## src/rtl/mem_stage_pkg.sv

```systemverilog
// rtl/mem_stage_pkg.sv - control codes, target/state enums and decode helpers for mem_stage_ctrl
package mem_stage_pkg;

    localparam logic [6:0] CTRL_NOP  = 7'b0000000;
    localparam logic [6:0] CTRL_KRD0 = 7'b1100010;
    localparam logic [6:0] CTRL_KRD1 = 7'b1101010;
    localparam logic [6:0] CTRL_PRD  = 7'b1001110;
    localparam logic [6:0] CTRL_RWR  = 7'b0100001;

    typedef enum logic [1:0] {TGT_KERNEL, TGT_PIXEL, TGT_PICTURE} tgt_e;
    typedef enum logic [1:0] {S_IDLE, S_WAIT, S_DONE} state_e;

    function automatic logic ctrl_is_access(input logic [6:0] c);
        return (c == CTRL_KRD0) || (c == CTRL_KRD1) || (c == CTRL_PRD) || (c == CTRL_RWR);
    endfunction

    function automatic tgt_e ctrl_target(input logic [6:0] c);
        if (c == CTRL_PRD) return TGT_PIXEL;
        if (c == CTRL_RWR) return TGT_PICTURE;
        return TGT_KERNEL;
    endfunction

endpackage

```

## src/rtl/mem_perf_counters.sv

```systemverilog
// rtl/mem_perf_counters.sv - wrapping access and stall counters for mem_stage_ctrl
module mem_perf_counters (
    input  logic        clk,
    input  logic        reset,
    input  logic        i_inc_k,
    input  logic        i_inc_p,
    input  logic        i_inc_r,
    input  logic        i_stall,
    output logic [31:0] o_k,
    output logic [31:0] o_p,
    output logic [31:0] o_r,
    output logic [31:0] o_stall
);

    logic [31:0] r_k, r_p, r_r, r_stall;

    always_ff @(posedge clk) begin
        if (reset) begin
            r_k     <= '0;
            r_p     <= '0;
            r_r     <= '0;
            r_stall <= '0;
        end else begin
            if (i_inc_k) r_k <= r_k + 32'd1;
            if (i_inc_p) r_p <= r_p + 32'd1;
            if (i_inc_r) r_r <= r_r + 32'd1;
            if (i_stall) r_stall <= r_stall + 32'd1;
        end
    end

    assign o_k     = r_k;
    assign o_p     = r_p;
    assign o_r     = r_r;
    assign o_stall = r_stall;

endmodule

```

## src/rtl/mem_stage_ctrl.sv

```systemverilog
// rtl/mem_stage_ctrl.sv - M-stage req/ack sequencer for kernel memory, pixel ROM and picture RAM
// Optional counter bank enabled by MEM_STAGE_PERF_CNT_EN.
module mem_stage_ctrl
    import mem_stage_pkg::*;
#(
    parameter int KAW            = 10,
    parameter int PAW            = 16,
    parameter int RAW            = 16,
    parameter int TIMEOUT_CYCLES = 64
) (
    input  logic            clk,
    input  logic            reset,
    input  logic            ValidM,
    input  logic [6:0]      CtrlM,
    input  logic [31:0]     AddrM,
    input  logic [31:0]     WriteDataM,
    output logic            StallMem,
    output logic [31:0]     ReadDataM,
    output logic            ReadValidM,
    output logic            ErrM,
    output logic            KReq,
    output logic            KBank,
    output logic [KAW-1:0]  KAddr,
    input  logic [31:0]     KData,
    input  logic            KAck,
    output logic            PReq,
    output logic [PAW-1:0]  PAddr,
    input  logic [31:0]     PData,
    input  logic            PAck,
    output logic            RReq,
    output logic            RWe,
    output logic [RAW-1:0]  RAddr,
    output logic [31:0]     RWData,
    input  logic            RAck,
    output logic [31:0]     PerfK,
    output logic [31:0]     PerfP,
    output logic [31:0]     PerfR,
    output logic [31:0]     PerfStall
);

    localparam int AW = (KAW > PAW) ? ((KAW > RAW) ? KAW : RAW) : ((PAW > RAW) ? PAW : RAW);
    localparam int CW = $clog2(TIMEOUT_CYCLES);

    state_e          r_state, w_state_nxt;
    tgt_e            r_tgt;
    logic            r_bank;
    logic [AW-1:0]   r_addr;
    logic [31:0]     r_wdata;
    logic [31:0]     r_rdata;
    logic            r_timeout;
    logic [CW-1:0]   r_cnt;

    logic            w_accept;
    logic            w_ack;
    logic            w_expire;
    logic [31:0]     w_rdata;
    logic            w_unused_addr;

    assign w_unused_addr = ^{AddrM[31:AW+2], AddrM[1:0]};

    assign w_accept = (r_state == S_IDLE) && ValidM && ctrl_is_access(CtrlM);
    assign w_expire = (r_cnt == CW'(TIMEOUT_CYCLES - 1));

    always_comb begin
        w_ack   = 1'b0;
        w_rdata = '0;
        case (r_tgt)
            TGT_KERNEL:  begin w_ack = KAck; w_rdata = KData; end
            TGT_PIXEL:   begin w_ack = PAck; w_rdata = PData; end
            TGT_PICTURE: begin w_ack = RAck; w_rdata = '0;    end
            default:     begin w_ack = 1'b0; w_rdata = '0;    end
        endcase
    end

    always_comb begin
        w_state_nxt = r_state;
        StallMem    = 1'b0;
        ReadValidM  = 1'b0;
        ErrM        = 1'b0;
        case (r_state)
            S_IDLE: begin
                if (w_accept) begin
                    w_state_nxt = S_WAIT;
                    StallMem    = 1'b1;
                end else if (ValidM && (CtrlM != CTRL_NOP)) begin
                    ErrM = 1'b1;
                end
            end
            S_WAIT: begin
                StallMem = 1'b1;
                if (w_ack || w_expire) w_state_nxt = S_DONE;
            end
            S_DONE: begin
                ReadValidM  = !r_timeout && (r_tgt != TGT_PICTURE);
                ErrM        = r_timeout;
                w_state_nxt = S_IDLE;
            end
            default: w_state_nxt = S_IDLE;
        endcase
    end

    always_ff @(posedge clk) begin
        if (reset) begin
            r_state   <= S_IDLE;
            r_tgt     <= TGT_KERNEL;
            r_bank    <= 1'b0;
            r_addr    <= '0;
            r_wdata   <= '0;
            r_rdata   <= '0;
            r_timeout <= 1'b0;
            r_cnt     <= '0;
        end else begin
            r_state <= w_state_nxt;
            if (w_accept) begin
                r_tgt     <= ctrl_target(CtrlM);
                r_bank    <= CtrlM[3];
                r_addr    <= AddrM[AW+1:2];
                r_wdata   <= WriteDataM;
                r_timeout <= 1'b0;
                r_cnt     <= '0;
            end else if (r_state == S_WAIT) begin
                // An ack on the final counted cycle still wins over the timeout.
                if (w_ack) begin
                    r_rdata <= w_rdata;
                end else if (w_expire) begin
                    r_rdata   <= '0;
                    r_timeout <= 1'b1;
                end else begin
                    r_cnt <= r_cnt + 1'b1;
                end
            end
        end
    end

    assign KReq   = (r_state == S_WAIT) && (r_tgt == TGT_KERNEL);
    assign PReq   = (r_state == S_WAIT) && (r_tgt == TGT_PIXEL);
    assign RReq   = (r_state == S_WAIT) && (r_tgt == TGT_PICTURE);
    assign RWe    = RReq;
    assign KBank  = r_bank;
    assign KAddr  = r_addr[KAW-1:0];
    assign PAddr  = r_addr[PAW-1:0];
    assign RAddr  = r_addr[RAW-1:0];
    assign RWData = r_wdata;
    assign ReadDataM = r_rdata;

`ifdef MEM_STAGE_PERF_CNT_EN
    logic w_done_ok;
    assign w_done_ok = (r_state == S_DONE) && !r_timeout;

    mem_perf_counters u_perf (
        .clk     (clk),
        .reset   (reset),
        .i_inc_k (w_done_ok && (r_tgt == TGT_KERNEL)),
        .i_inc_p (w_done_ok && (r_tgt == TGT_PIXEL)),
        .i_inc_r (w_done_ok && (r_tgt == TGT_PICTURE)),
        .i_stall (StallMem),
        .o_k     (PerfK),
        .o_p     (PerfP),
        .o_r     (PerfR),
        .o_stall (PerfStall)
    );
`else
    assign PerfK     = '0;
    assign PerfP     = '0;
    assign PerfR     = '0;
    assign PerfStall = '0;
`endif

endmodule

```

## config.mk

```make
export PLATFORM = sky130hd
export DESIGN_NAME = mem_stage_ctrl
export DESIGN_NICKNAME = d
export VERILOG_FILES = /design/src/rtl/mem_stage_pkg.sv /design/src/rtl/mem_perf_counters.sv /design/src/rtl/mem_stage_ctrl.sv
export SDC_FILE = /design/constraint.sdc
export NUM_CORES = 1
export LEC_CHECK = 0
export ABC_AREA = 0
export ABC_CLOCK_PERIOD_IN_PS = 1800
export CAP_MARGIN = 15
export CORE_AREA = 2 2 151 153
export DETAILED_ROUTE_END_ITERATION = 8
export DIE_AREA = 0 0 153 155
export DONT_BUFFER_PORTS = 1
export MAX_ROUTING_LAYER = met4
export SLEW_MARGIN = 20
export SYNTH_ARGS = -nofsm -noshare
export SYNTH_HDL_FRONTEND = slang
export SYNTH_HIERARCHICAL = 1
export SYNTH_SLANG_ARGS = --single-unit
```

## constraint.sdc

```tcl
create_clock -name clk -period 1.8 [get_ports clk]
set_clock_uncertainty 0.1 [all_clocks]
set_input_delay 0.27 -clock clk [delete_from_list [all_inputs] [get_ports clk]]
set_output_delay 0.27 -clock clk [all_outputs]
set_load 0.005 [all_outputs]
```

; ---- Yosys cells after proc, flatten, opt, wreduce, memory -nomap -nowiden
; Cells that the tools add are included.
[totals]
inputBits = 141
register_bits = 92
output_inout_bits = 242
[classes]
n_reduce_logical = 21
add_sub_neg = 1
n_eq_ne = 12
muxes = 24
bitwise = 3
[ops]
columns = operator, count
row1 = $mux 32, 2
row2 = $pmux 32 s2, 1
row3 = $eq 7x7->1 const B, 3
row4 = $mux 2, 6
row5 = $mux 1, 11
row6 = $reduce_and 3->1, 3
row7 = $eq 7x6->1 const B, 1
row8 = $logic_and 1x1->1, 7
row9 = $reduce_bool 7->1, 1
row10 = $add 6x1->6 const B, 1
row11 = $eq 6x6->1 const B, 1
row12 = $ne 2x2->1 const B, 3
row13 = $eq 2x1->1 const B, 2
row14 = $eq 2x2->1 const B, 2
row15 = $logic_not 2->1, 2
row16 = $logic_or 1x1->1, 4
row17 = $pmux 1 s2, 2
row18 = $pmux 2 s2, 1
row19 = $not 1->1, 3
row20 = $pmux 1 s3, 1
row21 = $reduce_and 2->1, 1
row22 = $reduce_bool 2->1, 1
row23 = $reduce_or 2->1, 1
row24 = $logic_not 1->1, 1

; ---- Logic depth before layout (Yosys ltp)
; Gate-level depths: netlist of the first run.
[logic_depth]
word_depth = 12
ltp_mapped = 6

; ---- Worst setup path after synthesis of the first run
; Ideal clock, no wire load.
[synth_timing]
kind = reg2reg
start = register r_cnt[0]
end = register r_cnt[2]
n_path_buf = 1
setup_time_ns = 0.086
t_arrival_ns = 1.671
stages_incl_launch_ff = 7
slack_ns = -0.056
path_cell_list = dfxtp_1 > ha_1 > and3_1 > and3_1 > buf_2 > or4_1 > a211oi_1
[synth_via]
elab_chain_cells = 3
elab_cells_between_ends = 4
[synth_rtl]
columns = item, line_no
row1 = from (decl), mem_stage_ctrl.sv:51  ; logic [CW-1:0] r_cnt;
row2 = from (signal assigned), mem_stage_ctrl.sv:129  ; r_cnt <= r_cnt + 1'b1;
row3 = "parallel branches: the longest is 3 deep, another holds $add 6x1->6", n/a
; Parallel ways; which one is timed is not known.
; A chain may end at the register's enable or synchronous reset.

; ---- Final worst setup path of the first run
[layout_timing]
start = input CtrlM[0]
end = output StallMem
[layout_via]
elab_chain_cells = 7
elab_cells_between_ends = 10
[layout_rtl]
columns = item, line_no
row1 = from (decl), mem_stage_ctrl.sv:14  ; input logic [6:0] CtrlM,
row2 = $eq 7x7->1, mem_stage_pkg.sv:14  ; return (c == CTRL_KRD0) || (c == CTRL_KRD1) || (c == CTRL_PRD) || (c == CTRL_RWR);
row3 = $logic_or 1x1->1 (2 in a row), mem_stage_pkg.sv:14
row4 = $logic_or 1x1->1 *, mem_stage_pkg.sv:14
row5 = $logic_and 1x1->1 *, mem_stage_ctrl.sv:61  ; assign w_accept = (r_state == S_IDLE) && ValidM && ctrl_is_access(CtrlM);
row6 = $mux 1 *, mem_stage_ctrl.sv:82  ; if (w_accept) begin
row7 = $pmux 1 s2 *, mem_stage_ctrl.sv:80  ; case (r_state)
row8 = to (decl), mem_stage_ctrl.sv:17  ; output logic StallMem,
; Mark *: on every way between the ends. The rest lies on a longest branch, timed or not.

==> results of run 1 <==
-- routing by layer --
| metal | share of wire, % | vias up |
|---|---|---|
| met4 | 2.1 | 0 |
| met1 | 36 | 1797 |
| met5 | 0 | - |
| met3 | 9.9 | 19 |
| met2 | 52 | 232 |
| li1 | - | 1855 |
-- synth_stat cells, types with 2 or more instances --
library cell / count
or4_1: 5
buf_2: 13
clkbuf_1: 20
nand4b_1: 2
nand3_1: 2
inv_1: 32
and2_1: 2
nand2b_1: 2
nand2_1: 104
a211oi_2: 2
o32ai_1: 33
o21ai_1: 2
buf_4: 155
nor2b_1: 3
nor3_1: 2
o31ai_1: 5
dfxtp_1: 92
buf_6: 2
mux2i_1: 81
and3_1: 3
nand4_1: 3
a21oi_1: 2
a211oi_1: 4
-- final timing paths --
| check | startpoint | end | slack (ns) | cells after the start |
|---|---|---|---|---|
| setup / recovery | CtrlM[0] | StallMem | 0.04 | 6 |
| hold reg to reg | KBank | KBank | 0.38 | 2 |
| hold / removal | WriteDataM[0] | RWData[0] | 0.02 | 2 |
| setup reg to reg | r_tgt[0] | ReadDataM[18] | 0.05 | 4 |
-- cells by family (layout without fill, tap and decap cells) --
| group | count (synthesis) | after routing | synth area share, % |
|---|---|---|---|
| compound gates | 55 | 55 | 8.89 |
| xor+xnor | 1 | 1 | 0.168 |
| fa+ha+maj | 1 | 1 | 0.239 |
| buf+inv | 224 | 180 | 27.8 |
| flops | 92 | 92 | 35.3 |
| mux | 82 | 82 | 16.0 |
| other cells | 1 | 128 | 0.0718 |
| simple gates | 136 | 136 | 11.6 |
-- power breakdown --
part	switching [mW]	total, mW	internal, mW
Sequential	0.0136	2.06	2.04
Combinational	0.216	0.436	0.220
Clock	0.885	2.11	1.23
-- final cells by class --
class	instances	area, sq um	area share, %
clock buffers	9	225	3.46
multi-input cells	403	2530	38.8
flip-flops and latches	92	1850	28.4
repair buffers	131	1330	20.4
clock inverters	7	98.8	1.52
well taps	285	357	5.47
inverters	33	125	1.92
-- state kept, by name, summed over array words and instances, names as in the netlist --
signal and cells:
PAddr 16, r_cnt 6, RWData 32, r_tgt 2
r_state 2, ReadDataM 32, r_timeout 1, KBank 1
-- timing repair --
action / in CTS / in global routing
endpoints found under the setup margin: 6 / 39
setup buffers: 0 / 3
hold buffers: 94 / 1
gates resized for setup: 12 / 18
hold endpoints to repair: 86 / 1
gates cloned: 0 / 0
pin swaps: 0 / 3
-- worst max-delay path: stages --
cell      delay [ns]
nor4bb_2        0.34
buf_4           0.18
o21ai_1         0.13
a21oi_4         0.21
buf_4           0.14
nand2b_4        0.12
-- through the flow --
stage / instances / power (mW) / hold WS [ns] / instance area (sq um)
after detailed placement: 846 / 2.35 / 0.262 / 5080
after global placement: 846 / 2.34 / 0.259 / 5080
after CTS: 956 / 4.69 / 0.0000127 / 6400
final: 960 / 4.60 / 0.0212 / 6520
after floorplan: 719 / 2.51 / 0.312 / 5710
after global routing: 960 / 4.81 / 0.00122 / 6520
==> results.json, run 1 <==
{
  "grt_overflow_total": 0,
  "report.final.slew_viol_count": 0,
  "synth_top_area_cell": "dfxtp_1",
  "post-place-ws_ns": -0.145,
  "min_path_type": "primary input to flop",
  "grt_pass1_vias": 3656,
  "use_met2_pct": 20.1,
  "rsz0062_at_grt": "true",
  "gp_congestion": 0.763,
  "grt_busiest_layer": "met2",
  "path_max_fanout": 3,
  "final_common_cell": "conb_1",
  "ys_ff_latch": 92,
  "cts_tree": "done",
  "ir_drop_v": 0.000304,
  "maxCapViolCount": 0,
  "synth-main-ff-cell": "dfxtp_1",
  "finalNetCount": 812,
  "leakagePower_nw": 2.43,
  "tns_ns": 0,
  "grt_use_total_pct": 11.1,
  "syn_area_per_cell_sq_um": 8.82,
  "drtPass1Iterations": 4,
  "synth_area_sq_mm": 0.00522,
  "diodes": 0,
  "cts.sinks": 92,
  "synth_top_area_share_pct": 35.3,
  "synth_area_leaders": "dfxtp_1, buf_4, mux2i_1",
  "grt_pass1_wl_um": 19700,
  "power.density_mw_per_mm2": 706,
  "row_count": 55,
  "wirelength_um": 13800,
  "cp.arrival_ns": 1.39,
  "syn_to_final_growth_pct": 24.7,
  "synth_cell_types": 44,
  "htreeDepth": 3,
  "io_buffer_count": 0,
  "path_clk_slew_ns": 0.07,
  "grt_max_degree": 52,
  "path_class": "primary input to primary output",
  "synthCells": 592,
  "ys_seq_area_share_pct": 35.3,
  "antenna_found_initial": 0,
  "synth-warning-count": 6,
  "use_met1_pct": 10.7,
  "numCtsBuffers": 9,
  "viasPerCell": 4.07,
  "timing.final.ws_setup_ns": 0.0365,
  "end_kind": "primary output",
  "clkLatencyLatePin_ns": 0.34,
  "die_area_sq_mm": 0.0237,
  "n_fill_cell": 2299,
  "start_util_pct": 23.5,
  "setup_viol": 0,
  "finalCritPeriodShare_pct": 98.0,
  "vias": 3903,
  "status": "finished, final reports clean",
  "clockBufferDepth": 2,
  "coreArea_sq_mm": 0.0222,
  "required_ns": 1.43,
  "layout-drive-gt1-share_pct": 12.3,
  "drc_errors": 0,
  "synth_edf_count": 0,
  "first_iter_violations": 137,
  "most-common-layout-cells": "conb_1, nand2_1, dlygate4sd3_1",
  "io_pins": 383,
  "dp_hpwl_um": 9510,
  "die_w_um": 153,
  "fin_util_pct": 29.3,
  "async_flop_share_pct": 0,
  "clockRootBuffer": "clkbuf_16",
  "die_h_um": 155,
  "grt_use_met3_pct": 3.65,
  "ant_nets": 0,
  "hold_viol": 0,
  "wire_per_inst_um": 14.4,
  "startpoint_type": "primary input",
  "max_freq_ghz": 0.567,
  "period_minus_slack_ns": 1.76
}
No activity file was read; power rests on OpenSTA's default activity.
==> run 2: changes to the inputs <==
--- a/config.mk
+++ b/config.mk
@@ -7,11 +7,11 @@
 export LEC_CHECK = 0
 export ABC_AREA = 0
 export ABC_CLOCK_PERIOD_IN_PS = 1800
-export CAP_MARGIN = 15
 export CORE_AREA = 2 2 151 153
 export DETAILED_ROUTE_END_ITERATION = 8
 export DIE_AREA = 0 0 153 155
 export DONT_BUFFER_PORTS = 1
+export HOLD_SLACK_MARGIN = 0.1
 export MAX_ROUTING_LAYER = met4
 export SLEW_MARGIN = 20
 export SYNTH_ARGS = -nofsm -noshare
==> run 2 against run 1 <==
Setup slack improved by 0.0099 ns. Sequential power barely moved. Via count rose by 1.6%. First-iteration DRC count rose by 3.6%. Fmax rose by 0.57%. Clock power barely moved. Sequential share of layout area fell by 0.74 points. Register-to-register slack barely moved. Largest cell class unchanged. Largest power group unchanged.
==> results.json, run 2 (synthesis results as in run 1) <==
{
  "status": "finished, final reports clean",
  "fin_cells": 980,
  "antenna_found_initial": 0,
  "register_area_sq_mm": 0.00185,
  "grt_busiest_layer": "met2",
  "gp_congestion": 0.763,
  "ant_nets": 0,
  "min_path_type": "primary input to flop",
  "post-place-ws_ns": -0.145,
  "grt_pass1_wl_um": 20300,
  "period_minus_slack_ns": 1.75,
  "startpoint_type": "flop",
  "row_count": 55,
  "use_met1_pct": 11.1,
  "dp_hpwl_um": 9510,
  "syn_to_final_growth_pct": 28.1,
  "drtPass1Iterations": 4,
  "most-common-layout-cells": "conb_1, dlygate4sd3_1, nand2_1",
  "max_freq_ghz": 0.570,
  "wirelength_um": 14100,
  "die_w_um": 153,
  "r2r_end": "ReadDataM[18]",
  "end_kind": "flop",
  "numCtsBuffers": 9,
  "maxCapViolCount": 0,
  "grt_pass1_vias": 3752,
  "grt_use_total_pct": 11.4,
  "diodes": 0,
  "grt_max_degree": 52,
  "timing.final.ws_setup_ns": 0.0464,
  "dp.cells": 846,
  "ir_drop_v": 0.000303,
  "power.density_mw_per_mm2": 694,
  "r2r_slack_ns": 0.05,
  "die_area_sq_mm": 0.0237,
  "first_iter_violations": 142,
  "clkLatencyLatePin_ns": 0.34,
  "fin_util_pct": 30.1,
  "finalNetCount": 832,
  "coreArea_sq_mm": 0.0222,
  "die_h_um": 155,
  "path_class": "flop to flop",
  "grt_overflow_total": 0,
  "finalCritPeriodShare_pct": 97.4,
  "leakagePower_nw": 2.51,
  "clockRootBuffer": "clkbuf_16",
  "setup_viol": 0,
  "whs_path_depth": 3,
  "wire_per_inst_um": 14.4,
  "htreeDepth": 3,
  "report.final.slew_viol_count": 0,
  "path_clk_slew_ns": 0.07,
  "viasPerCell": 4.05,
  "cp.arrival_ns": 1.88,
  "layout-drive-gt1-share_pct": 11.4,
  "whs_endpoint": "r_tgt[0]",
  "worstHoldStart": "ValidM",
  "vias": 3966,
  "multi_input_area_sq_mm": 0.00251,
  "io_buffer_count": 0,
  "drc_errors": 0,
  "hold_viol": 0,
  "rsz0062_at_grt": "true",
  "start_util_pct": 23.5,
  "n_fill_cell": 2268,
  "path_max_fanout": 11,
  "io_pins": 383,
  "rr_worst_depth": 4,
  "cts.sinks": 92,
  "final_common_cell": "conb_1",
  "required_ns": 1.93,
  "reg2reg_from": "r_tgt[0]",
  "use_met2_pct": 20.7,
  "clockBufferDepth": 2,
  "cts_tree": "done",
  "grt_use_met3_pct": 3.65
}
## run 2: where the power goes
part / switching [mW] / leakage, nW / internal (mW)
registers: 0.0137 / 0.744 / 2.04
logic: 0.223 / 1.61 / 0.249
clock network: 0.890 / 0.156 / 1.23
total: 1.13 / 2.51 / 3.52
## run 2: worst max-delay path by stage
stage / from / to / slack [ns] / cells past startpoint
final: r_tgt[0] / ReadDataM[18] / 0.05 / 4
after global routing: r_tgt[0] / ReadDataM[12] / -0.04 / 5
after CTS: r_tgt[0] / PReq / -0.04 / 3
after detailed placement: CtrlM[1] / RWData[27] / -0.14 / 6
after global placement: CtrlM[0] / RWData[1] / -0.1 / 7
after floorplan: r_cnt[0] / r_cnt[2] / 0.01 / 6
## run 2: layout make-up
class / instances / share of cell area, %
multi-input cells: 403 / 37.5
flip-flops and latches: 92 / 27.7
repair buffers: 151 / 22.8
well taps: 285 / 5.33
clock buffers: 9 / 3.36
inverters: 33 / 1.87
clock inverters: 7 / 1.48
## run 2: layer usage
layer,routed length (um),up-vias
met1,5140,1817
li1,-,1897
met5,0,-
met4,264,0
met2,7370,233
met3,1360,19
## run 2: worst max-delay path, stage by stage (launching register included)
cell and delay, ns:
dfxtp_4 0.40, buf_4 0.25, mux2i_1 0.23, dlygate4sd3_1 0.58
o32ai_1 0.07
## run 2: repair_timing
item / CTS / global route
setup buffers: 0 / 3
hold buffers: 115 / 0
setup endpoints to repair: 6 / 40
resized for setup: 12 / 15
endpoints found under the hold margin: 89 / 0
pin swaps: 0 / 2
## run 2: through the flow
step / TNS (ns) / cell area, sq um / total power, mW / hold WS [ns]
after detailed placement: -5.33 / 5080 / 2.35 / 0.262
final: 0 / 6690 / 4.64 / 0.136
after floorplan: 0 / 5710 / 2.51 / 0.312
after global placement: -3.70 / 5080 / 2.34 / 0.259
after global routing: -0.209 / 6690 / 4.85 / 0.137
after CTS: -0.0825 / 6610 / 4.73 / 0.123
==> run 3: changes to the inputs <==
--- a/config.mk
+++ b/config.mk
@@ -5,11 +5,11 @@
 export SDC_FILE = /design/constraint.sdc
 export NUM_CORES = 1
 export LEC_CHECK = 0
-export ABC_AREA = 0
+export ABC_AREA = 1
 export ABC_CLOCK_PERIOD_IN_PS = 1800
-export CORE_AREA = 2 2 151 153
+export CORE_AREA = 2 2 147 149
 export DETAILED_ROUTE_END_ITERATION = 8
-export DIE_AREA = 0 0 153 155
+export DIE_AREA = 0 0 149 151
 export DONT_BUFFER_PORTS = 1
 export HOLD_SLACK_MARGIN = 0.1
 export MAX_ROUTING_LAYER = met4
==> run 3 against run 2 <==
The flow now finishes with violations (negative setup slack). Utilization increased by 2.8 points. Global-route usage rose by 2.2 points. Critical path depth increased by 1. Critical path type is now flop to primary output. Largest cell class unchanged.
==> results.json, run 3 <==
{
  "status": "finished with violations",
  "violations": "negative setup slack",
  "setup_viol": 1,
  "maxCapViolCount": 0,
  "diodes": 0,
  "rsz0062_at_grt": "true",
  "first_iter_violations": 122,
  "numCtsBuffers": 9,
  "dp_hpwl_um": 10800,
  "end_kind": "primary output",
  "final_common_cell": "nand2_1",
  "clockBufferDepth": 2,
  "dpl_cell_area_sq_mm": 0.00531,
  "n_fill_cell": 2181,
  "drc_errors": 0,
  "layout-drive-gt1-share_pct": 7.78,
  "grt_use_total_pct": 13.6,
  "syn_area_per_cell_sq_um": 6.65,
  "synth_area_sq_mm": 0.00555,
  "syn_to_final_growth_pct": 23.6,
  "antenna_found_initial": 0,
  "wirelength_um": 16500,
  "cts_tree": "done",
  "period_minus_slack_ns": 1.87,
  "die_w_um": 149,
  "r2r_slack_ns": 0.09,
  "path_max_fanout": 4,
  "max_freq_ghz": 0.535,
  "row_count": 53,
  "yosys.cell_count.top_type": "nand2_1",
  "ys_seq_area_share_pct": 33.2,
  "synth-warning-count": 6,
  "ys_ff_latch": 92,
  "grt_max_degree": 50,
  "synth_top_area_cell": "dfxtp_1",
  "grt_use_met3_pct": 3.86,
  "multi_input_area_sq_mm": 0.00263,
  "htreeDepth": 3,
  "io_pins": 383,
  "startpoint_type": "flop",
  "drtPass1Iterations": 4,
  "async_flop_share_pct": 0,
  "rr_worst_depth": 7,
  "total_power_mw": 4.79,
  "report.final.slew_viol_count": 0,
  "finalNetCount": 1050,
  "whs_path_depth": 4,
  "reg2reg_from": "r_tgt[0]",
  "synth-main-ff-cell": "dfxtp_1",
  "clockRootBuffer": "clkbuf_16",
  "worstHoldStart": "WriteDataM[18]",
  "post-place-ws_ns": -0.132,
  "final_cell_area_sq_mm": 0.00686,
  "grt_pass1_wl_um": 22900,
  "cts.sinks": 92,
  "register_area_sq_mm": 0.00185,
  "power.density_mw_per_mm2": 699,
  "gp_congestion": 0.754,
  "hold_viol": 0,
  "synth_area_leaders": "dfxtp_1, buf_4, nand2_1",
  "die_h_um": 151,
  "clkLatencyLatePin_ns": 0.34,
  "min_path_type": "primary input to flop",
  "io_buffer_count": 0,
  "path_class": "flop to primary output",
  "synthTopCellsByCount": "nand2_1, buf_4, nand3_1",
  "r2r_end": "ReadDataM[25]",
  "ant_nets": 0,
  "synthCells": 834,
  "viasPerCell": 4.18,
  "required_ns": 1.43,
  "grt_pass1_vias": 4494,
  "die_area_sq_mm": 0.0225,
  "grt_busiest_layer": "met2",
  "vias": 4970,
  "use_met1_pct": 13.7,
  "whs_ns": 0.113,
  "fin_util_pct": 32.9,
  "ir_drop_v": 0.000393,
  "cp.arrival_ns": 1.50,
  "leakagePower_nw": 3.14,
  "coreArea_sq_mm": 0.0208,
  "grt_overflow_total": 0,
  "most-common-layout-cells": "nand2_1, conb_1, dlygate4sd3_1",
  "synth_top_area_share_pct": 33.2,
  "path_clk_slew_ns": 0.07,
  "wire_per_inst_um": 13.9,
  "whs_endpoint": "RWData[18]",
  "finalCritPeriodShare_pct": 104,
  "start_util_pct": 26.6,
  "timing.final.ws_setup_ns": -0.0685,
  "use_met2_pct": 24.9,
  "synth_cell_types": 25,
  "synth_edf_count": 0
}
[run 3: cell types whose count changed after synthesis, sizes merged, moves of 9 or more]
cell   previous run  this run
nor2              1        63
o32ai            33         0
inv              33        66
nand2           104       209
a21oi             3        88
nand3             2        97
mux2i            82         0
buf             171       180
[run 3: timing repair]
item	CTS	global route
hold endpoints to repair	82	0
setup endpoints to repair	38	45
buffers inserted	1	4
resized for setup	12	16
pin swaps	4	3
gates cloned	0	2
hold buffers	101	0
[run 3: cell type report]
class                           instances  area share (%)
Multi-Input combinational cell        602            38.4
Sequential cell                        92            27.0
Timing Repair Buffer                  136            20.9
Tap cell                              275            5.02
Clock buffer                           13            3.94
Inverter                               67            3.81
Clock inverter                          3           0.985
[run 3: logic make-up after synthesis]
family	count (synthesis)	synth area share, %
AND/OR/NAND/NOR	376	28.1
flip-flops	92	33.2
XOR/XNOR	2	0.316
other	1	0.0676
AO/OA/AOI/OAI	94	8.82
buffers and inverters	268	29.3
adder cells (fa/ha/maj)	1	0.225
[run 3: worst max-delay path, cell delays in order (launching register included)]
cell and delay (ns):
dfxtp_4 0.39, inv_4 0.04, buf_6 0.11, a2111oi_4 0.35
buf_4 0.17, buf_6 0.08
[run 3: report_power, final]
group / switching, mW / internal (mW)
Combinational: 0.302 / 0.257
Sequential: 0.0205 / 2.05
Clock: 0.829 / 1.33
[run 3: worst max path at each step]
stage / startpoint / end / slack, ns / depth (start not counted)
after floorplan: r_cnt[0] / ReadDataM[0] / 0.24 / 7
final: r_tgt[0] / ReadValidM / -0.07 / 5
after CTS: r_tgt[0] / ReadValidM / -0.09 / 5
after global routing: r_tgt[0] / ReadValidM / -0.16 / 5
after detailed placement: r_tgt[0] / ReadDataM[25] / -0.13 / 6
after global placement: r_tgt[0] / ReadValidM / -0.08 / 5
[run 3: routing by layer]
| metal | routed length, um | up-vias |
|---|---|---|
| met5 | 0 | - |
| met2 | 8410 | 233 |
| met4 | 309 | 0 |
| li1 | - | 2477 |
| met1 | 6300 | 2242 |
| met3 | 1510 | 18 |
[run 3: stage by stage]
stage                     setup TNS, ns  instances
after global routing             -0.201       1188
final                           -0.0685       1188
after global placement            -1.75       1064
after CTS                        -0.347       1182
after detailed placement          -2.52       1064
after floorplan                       0        961
